## src/rtl/regfile_scoreboard_pkg.sv

```systemverilog
// Shared CPU definitions for the register file / scoreboard slice.
//   REG_COUNT      : number of architectural registers
//   REG_ADDR_WIDTH : width of a register index
//   reg_idx_t      : register index type
//   reg_mask_t     : one bit per register (busy vector, decoded enables)
package regfile_scoreboard_pkg;

  localparam int unsigned REG_COUNT      = 8;
  localparam int unsigned REG_ADDR_WIDTH = 3;

  typedef logic [REG_ADDR_WIDTH-1:0] reg_idx_t;
  typedef logic [REG_COUNT-1:0]      reg_mask_t;

endpackage

```

## src/rtl/regfile_scoreboard_decoder8en.sv

```systemverilog
// decoder8en: 3-to-8 one-hot decoder with enable.
//   i_en   : enable; output is all-zero when low
//   i_addr : index to decode
//   o_dec  : one-hot select, bit i_addr set when enabled
module decoder8en
  import regfile_scoreboard_pkg::*;
(
  input  logic      i_en,
  input  reg_idx_t  i_addr,
  output reg_mask_t o_dec
);

  always_comb begin
    o_dec = '0;
    if (i_en) o_dec[i_addr] = 1'b1;
  end

endmodule

```

## src/rtl/regfile_scoreboard.sv

```systemverilog
// regfile_scoreboard: 8-entry register file with write-through bypass and
// a busy-bit scoreboard that stalls on RAW and WAW hazards.
//   clk, reset        : clock, asynchronous active-high reset
//   wen/waddr/wdata   : write-back port (also clears busy[waddr])
//   asel/bsel         : read indices; adata/bdata combinational read data
//   ause/buse         : operand A/B needed this cycle (RAW hazard check)
//   iss_en/iss_addr   : issue request reserving destination iss_addr
//   stall             : combinational hazard indication
//   busy              : registered pending-write bit per register
module regfile_scoreboard
  import regfile_scoreboard_pkg::*;
#(
  parameter int unsigned WIDTH = 16
) (
  input  logic             clk,
  input  logic             reset,
  input  logic             wen,
  input  reg_idx_t         waddr,
  input  logic [WIDTH-1:0] wdata,
  input  reg_idx_t         asel,
  input  reg_idx_t         bsel,
  input  logic             ause,
  input  logic             buse,
  output logic [WIDTH-1:0] adata,
  output logic [WIDTH-1:0] bdata,
  input  logic             iss_en,
  input  reg_idx_t         iss_addr,
  output logic             stall,
  output reg_mask_t        busy
);

  logic [WIDTH-1:0] r_regs [REG_COUNT];
  reg_mask_t        r_busy;

  reg_mask_t        w_wr_dec;
  reg_mask_t        w_set_dec;
  logic             w_a_byp;
  logic             w_b_byp;
  logic             w_iss_byp;
  logic             w_a_haz;
  logic             w_b_haz;
  logic             w_waw_haz;
  logic             w_iss_ok;

  // A same-cycle write-back to the register in question both forwards
  // its data and resolves the hazard on it.
  assign w_a_byp   = wen && (waddr == asel);
  assign w_b_byp   = wen && (waddr == bsel);
  assign w_iss_byp = wen && (waddr == iss_addr);

  assign adata = w_a_byp ? wdata : r_regs[asel];
  assign bdata = w_b_byp ? wdata : r_regs[bsel];

  assign w_a_haz   = ause   && r_busy[asel]     && !w_a_byp;
  assign w_b_haz   = buse   && r_busy[bsel]     && !w_b_byp;
  assign w_waw_haz = iss_en && r_busy[iss_addr] && !w_iss_byp;

  assign stall    = w_a_haz || w_b_haz || w_waw_haz;
  assign w_iss_ok = iss_en && !stall;
  assign busy     = r_busy;

  decoder8en u_wr_dec (
    .i_en   (wen),
    .i_addr (waddr),
    .o_dec  (w_wr_dec)
  );

  decoder8en u_set_dec (
    .i_en   (w_iss_ok),
    .i_addr (iss_addr),
    .o_dec  (w_set_dec)
  );

  always_ff @(posedge clk or posedge reset) begin
    if (reset) begin
      for (int unsigned i = 0; i < REG_COUNT; i++) r_regs[i] <= '0;
    end else begin
      for (int unsigned i = 0; i < REG_COUNT; i++) begin
        if (w_wr_dec[i]) r_regs[i] <= wdata;
      end
    end
  end

  // Clear on write-back first, then set on accepted issue, so a
  // same-index issue and write-back leave the register reserved.
  always_ff @(posedge clk or posedge reset) begin
    if (reset) r_busy <= '0;
    else       r_busy <= (r_busy & ~w_wr_dec) | w_set_dec;
  end

endmodule

```

## config.mk

```make
export PLATFORM = sky130hd
export DESIGN_NAME = regfile_scoreboard
export DESIGN_NICKNAME = d
export VERILOG_FILES = /design/src/rtl/regfile_scoreboard_pkg.sv /design/src/rtl/regfile_scoreboard_decoder8en.sv /design/src/rtl/regfile_scoreboard.sv
export SDC_FILE = /design/constraint.sdc
export NUM_CORES = 1
export LEC_CHECK = 0
export ABC_AREA = 1
export CAP_MARGIN = 40
export CORE_MARGIN = 10
export CORE_UTILIZATION = 50
export CTS_CLUSTER_SIZE = 25
export DETAILED_ROUTE_END_ITERATION = 10
export DONT_BUFFER_PORTS = 1
export SLEW_MARGIN = 10
export SYNTH_ARGS = -nofsm -noshare
export SYNTH_HDL_FRONTEND = slang
export SYNTH_SLANG_ARGS = --single-unit
export TNS_END_PERCENT = 50
```

## constraint.sdc

```tcl
create_clock -name clk -period 4.35 [get_ports clk]
set_input_delay 0.2175 -clock clk [delete_from_list [all_inputs] [get_ports clk]]
set_output_delay 0.2175 -clock clk [all_outputs]
set_load 0.03 [all_outputs]
```

==> results_dict.tcl, run 1 <==
set metrics [dict create \
    clkLatencyLatePin_ps 430 \
    synthDistinctLibCells 19 \
    synth_edf_count 0 \
    worstSetupPathType "in2out" \
    cap_violations 0 \
    grt_max_degree 129 \
    cts_sinks 136 \
    grt_util_all_layers 0.232 \
    drt_wl_total_um 24900 \
    cts_tree "built" \
    drtPass1Iterations 6 \
    setup_tns_ps 0 \
    finalSetupViolCount 0 \
    synth_area_um2 7860 \
    cp-start-kind "primary input" \
    port_buffers 0 \
    grt_overflow 0 \
    finalNonFillerCells 1315 \
    seq_area_frac_synth 0.433 \
    rsz0062_at_grt "no" \
    drcViolationCount 0 \
    hpwlAfterDp_um 15400 \
    globalplace.congestion 0.850 \
    yosysMostFrequentCell "nand2_1" \
    yosys_warnings 0 \
    max_freq_mhz 460 \
    post_synth_most_frequent_cells "249 x nand2_1, 245 x o21ai_0, 136 x dfrtp_1" \
    core_um2 15300 \
    synth_area_leaders "dfrtp_1 43%, o21ai_0 16%, nand2_1 12%, nand3_1 6.2%, o211ai_1 6.1%" \
    grt_pass1_wl_um 39700 \
    p_leak_nw 4.09 \
    crit_path_end_kind "output pin" \
    fin_ws_ps 2170 \
    syn_inst 1097 \
    num_antenna_cells 0 \
    post_drt_wl_per_cell_um 18.9 \
    pre_cts_ws_ps 2200 \
    root_buffer "clkbuf_16" \
    die_h_um 145 \
    min_period_ps 2180 \
    vias 7477 \
    ys_ff_latch 136 \
    rows 45 \
    synth_async_sr_flop_share 1.00 \
    power_density_nw_per_um2 461 \
    drive_gt1_frac 0.0734 \
    worstHoldPathType "in2reg" \
    area_delta_synth_final_pct 12.7 \
    layout.nets 1125 \
    slew_headroom 0.532 \
    synth_top_area_frac 0.433 \
    grt_pass1_vias 6776 \
    hold_viol_final 0 \
    path_max_fanout 24 \
    die_area_um2 21100 \
    htreeDepth 4 \
    ant_nets 0 \
    max_slew.worst_pin.slew_ps 702 \
    ys.flop_type "dfrtp_1" \
    grt_antenna_before_repair 0 \
    drt-initial-drc-count 841 \
    holdWs_ps 59.4 \
    synth_largest_area_cell "dfrtp_1" \
    skew_ps 3.16 \
    numCtsBuffers 17 \
    vdd_ir_drop_max_mv 0.401 \
    syn_nets 1131 \
    cts.repair.resized 0 \
    avgSynthCellArea_um2 7.17 \
    min_period_over_period 0.500 \
    critPathRequiredTime_ps 4130 \
    cp.arrival_ps 1960 \
    ios 75 \
    cts-hold-fix-buffers 19 \
    fin_util 0.579 \
    routed_via_density 5.69 \
    dp.cells 1264 \
    dieWidth_um 145 \
    clk_pin_slew_ps 60 \
    status "completed" \
    clockBufferDepth 2 \
    start_util 0.513 \
    maxSlewViolCount 0 \
    post-cts-setup-buffer-count 0 \
]
layout make-up:
class	count	area (µm²)
fillers	1489	6450
repair buffers	61	510
multi-input cells	772	3690
flip-flops and latches	136	3400
clock inverters	14	175
clock buffers	18	429
inverters	103	392
well taps	211	264
kinds of logic (layout without fill, tap and decap cells):
kind of cell | count (synthesis) | in the layout | share of synthesized area
simple gates | 390 | 390 | 0.205
flops | 136 | 136 | 0.433
buf+inv | 189 | 196 | 0.0985
compound gates | 382 | 382 | 0.264
layer usage:
layer	track usage	wire length, µm	vias up
li1	-	-	3682
met3	0.0463	1600	39
met4	0.0708	561	0
met1	0.326	11500	3489
met5	0	0	-
met2	0.353	11300	267
worst max-delay path, stage by stage:
cell and delay, ps:
inv_1 30, buf_4 320, nand2_1 90, nand2_1 60, nand2_1 50, nor2_1 130, inv_1 260, buf_8 250
o21ai_1 520
per-stage QoR:
stage          instance area, µm²  total power (W)
2_1_floorplan                7860          0.00238
3_3_place_gp                 7950          0.00256
3_5_place_dp                 8070          0.00259
4_1_cts                      8860          0.00410
5_1_grt                      8860          0.00431
6_report                     8860          0.00408
layout by cell type, fill, tap and decap left out, types with 2 or more instances in the layout:
master / n
inv_6: 3
nor3_1: 5
nor2_1: 33
dlygate4sd3_1: 19
a21oi_1: 68
inv_2: 3
clkbuf_16: 17
buf_4: 27
inv_1: 99
o21ai_0: 245
o21ai_1: 4
nand2_1: 249
dfrtp_1: 136
clkinv_4: 2
bufinv_16: 3
buf_8: 2
nand3_1: 97
o211ai_1: 64
clkinvlp_4: 6
buf_2: 12
nand4_1: 3
where the power goes:
group / leakage [nW] / internal, W / switching (W)
logic: 2.12 / 0.000313 / 0.000542
clock network: 0.275 / 0.000903 / 0.000582
registers: 1.70 / 0.00151 / 0.000231
total: 4.09 / 0.00273 / 0.00136
sequential cells by signal (all words and copies together) (netlist names):
register / count
busy: 8
r_regs: 128
final timing paths:
| check | startpoint | end | slack, ps | depth (start not counted) |
|---|---|---|---|---|
| worst max-delay path | asel[2] | adata[10] | 2170 | 9 |
| worst min-delay path | iss_addr[1] | busy[2]$_DFF_PP0_ | 60 | 4 |
| worst max register to register | busy[4]$_DFF_PP0_ | busy[4]$_DFF_PP0_ | 2800 | 9 |
| worst min register to register | r_regs[97]$_DFFE_PP0P_ | r_regs[97]$_DFFE_PP0P_ | 490 | 2 |
| max in group asynchronous | reset | busy[6]$_DFF_PP0_ | 2980 | 3 |
| min in group asynchronous | reset | r_regs[106]$_DFFE_PP0P_ | 400 | 2 |
Note: power is estimated with default switching activity, not from simulation.
==> run 2: changes to the inputs <==
clock period = 2.25 ns   (was 4.35 ns; I/O delays follow)
==> run 2 against run 1 <==
Compared with the run above:
- routed wire length is 2.8% higher
- final cell count is 0.99% higher
- die area stayed put
- clock power is 120% higher
- global-route usage is 0.48 points higher
- clock-buffer cell count is 2 higher
- sequential power is 91% higher
- power is 100% higher
- via count is 1.7% higher
- combinational power is 100% higher
- sequential share of layout area is 0.92 points lower
- first-iteration DRC count is 0.83% higher
- highest routed layer unchanged
==> results_dict.tcl, run 2 (synthesis results as in run 1) <==
set metrics [dict create \
    status "completed" \
    rsz0062_at_grt "no" \
    vdd_ir_drop_max_mv 0.600 \
    p_leak_nw 4.19 \
    layout_common_cells "249 x nand2_1, 245 x o21ai_0, 134 x dfrtp_1" \
    fin_util 0.593 \
    post_drt_wl_per_cell_um 19.3 \
    num_antenna_cells 0 \
    ff_latch_area_um2 3410 \
    largest_register_ff_count 128 \
    cp.arrival_ps 2460 \
    grt_max_degree 137 \
    grt_util_all_layers 0.237 \
    crit_slowest_cell "dlygate4sd3_1" \
    port_buffers 0 \
    skew_ps 5.86 \
    start_util 0.513 \
    cts_sinks 136 \
    ios 75 \
    top_register "r_regs" \
    cp-start-kind "flop" \
    critPathMostFrequentCell "nand2_1" \
    ant_nets 0 \
    drt_wl_total_um 25600 \
    final_common_cell "nand2_1" \
    maxSlewViolCount 0 \
    min_period_ps 2100 \
    drt-initial-drc-count 848 \
    die_area_um2 21100 \
    drive_gt1_frac 0.0815 \
    cts_tree "built" \
    vias 7604 \
    htreeDepth 4 \
    dieWidth_um 145 \
    grt_pass1_vias 6932 \
    path_cells "nand2_1 > nand3_1 > nand3_1 > nand2_1 > nand2_1 > nand2_2 > nor2_4 > nand3_1 > dlygate4sd3_1 > nand2_1" \
    min_period_over_period 0.931 \
    max_freq_mhz 477 \
    worstHoldPathType "in2reg" \
    worstSetupPathType "reg2reg" \
    pre_cts_ws_ps 615 \
    area_delta_synth_final_pct 15.5 \
    hold_path_startpoint "wdata[1]" \
    r2r-start "busy[1]$_DFF_PP0_" \
    setup_tns_ps 0 \
    root_buffer "clkbuf_16" \
    clk_pin_slew_ps 60 \
    grt_antenna_before_repair 0 \
    clockBufferDepth 2 \
    path_delay_family "simple AND/OR/NAND/NOR gates" \
    critPathMaxStageDelay_ps 570 \
    path_buf_inv 1 \
    grt_pass1_wl_um 40400 \
    power_density_nw_per_um2 911 \
    slew_headroom 0.491 \
    grt_overflow 0 \
    globalplace.congestion 0.958 \
    crit_path_end_kind "flop" \
    multi_input_area_um2 3690 \
    hold_viol_final 0 \
    numCtsBuffers 17 \
    rows 45 \
    fin_ws_ps 155 \
    drtPass1Iterations 6 \
    finalSetupViolCount 0 \
    critPathRequiredTime_ps 2610 \
    layout.nets 1139 \
    max_slew.worst_pin.slew_ps 764 \
    routed_via_density 5.73 \
    path_max_fanout 9 \
    post-cts-setup-buffer-count 0 \
    crit_path_start "busy[1]$_DFF_PP0_" \
    cap_violations 0 \
    hpwlAfterDp_um 15600 \
    fillers 1481 \
    die_h_um 145 \
    drcViolationCount 0 \
    core_um2 15300 \
    clkLatencyLatePin_ps 420 \
]
==> run 2: cell count changes in the layout (fill, tap and decap cells not counted), sizes merged <==
cell         change
clkinv           -1
dlygate4sd3      +5
clkinvlp         -2
clkbuf           +2
buf              +9
inv              -3
bufinv           +3
==> run 2: metal layers <==
layer  wire length, µm  vias up  track usage
li1                  -     3715            -
met1             11900     3580        0.333
met2             11600      275        0.360
met3              1650       34       0.0550
met4               432        0       0.0586
met5                 0        -            0
==> run 2: worst register-to-register path: cells and delay by family, from the launching register on <==
kind / cells / cell delay, ps
buffers and inverters: 1 / 570
and+or+nand+nor: 9 / 940
DFF: 1 / 540
==> run 2: what timing repair did <==
action | CTS | global route
endpoints found under the hold margin | 171 | 0
resized for setup | 0 | 2
endpoints found under the setup margin | 0 | 1
hold buffers | 24 | 0
==> run 2: final timing paths <==
path,endpoint,slack [ps],cells after the start
setup / recovery,busy[5]$_DFF_PP0_,150,10
hold / removal,r_regs[97]$_DFFE_PP0P_,9,2
setup reg to reg,busy[5]$_DFF_PP0_,150,10
hold reg to reg,r_regs[103]$_DFFE_PP0P_,480,2
max in group asynchronous,busy[4]$_DFF_PP0_,1250,3
min in group asynchronous,r_regs[42]$_DFFE_PP0P_,360,3
==> run 2: final cells by class <==
class                      count  area share
timing repair buffer          75      0.0727
clock inverter                11      0.0242
inverter                     103      0.0430
sequential                   136       0.375
tap                          211      0.0291
clock buffer                  20      0.0503
multi-input combinational    772       0.406
==> run 2: power by group <==
part	internal, W	switching, W	leakage, nW
Clock	0.00213	0.00109	0.319
Sequential	0.00292	0.000410	1.70
Combinational	0.000653	0.00107	2.18
Total	0.00571	0.00257	4.19
==> run 2: stage by stage <==
step	hold slack [ps]	power [W]	instances	instance area (µm²)
after floorplan	233	0.00460	1097	7870
after global placement	236	0.00501	1273	8170
after detailed placement	241	0.00503	1273	8170
after CTS	1.84	0.00832	1328	9080
after global routing	27.9	0.00873	1328	9080
final	8.96	0.00828	1328	9080
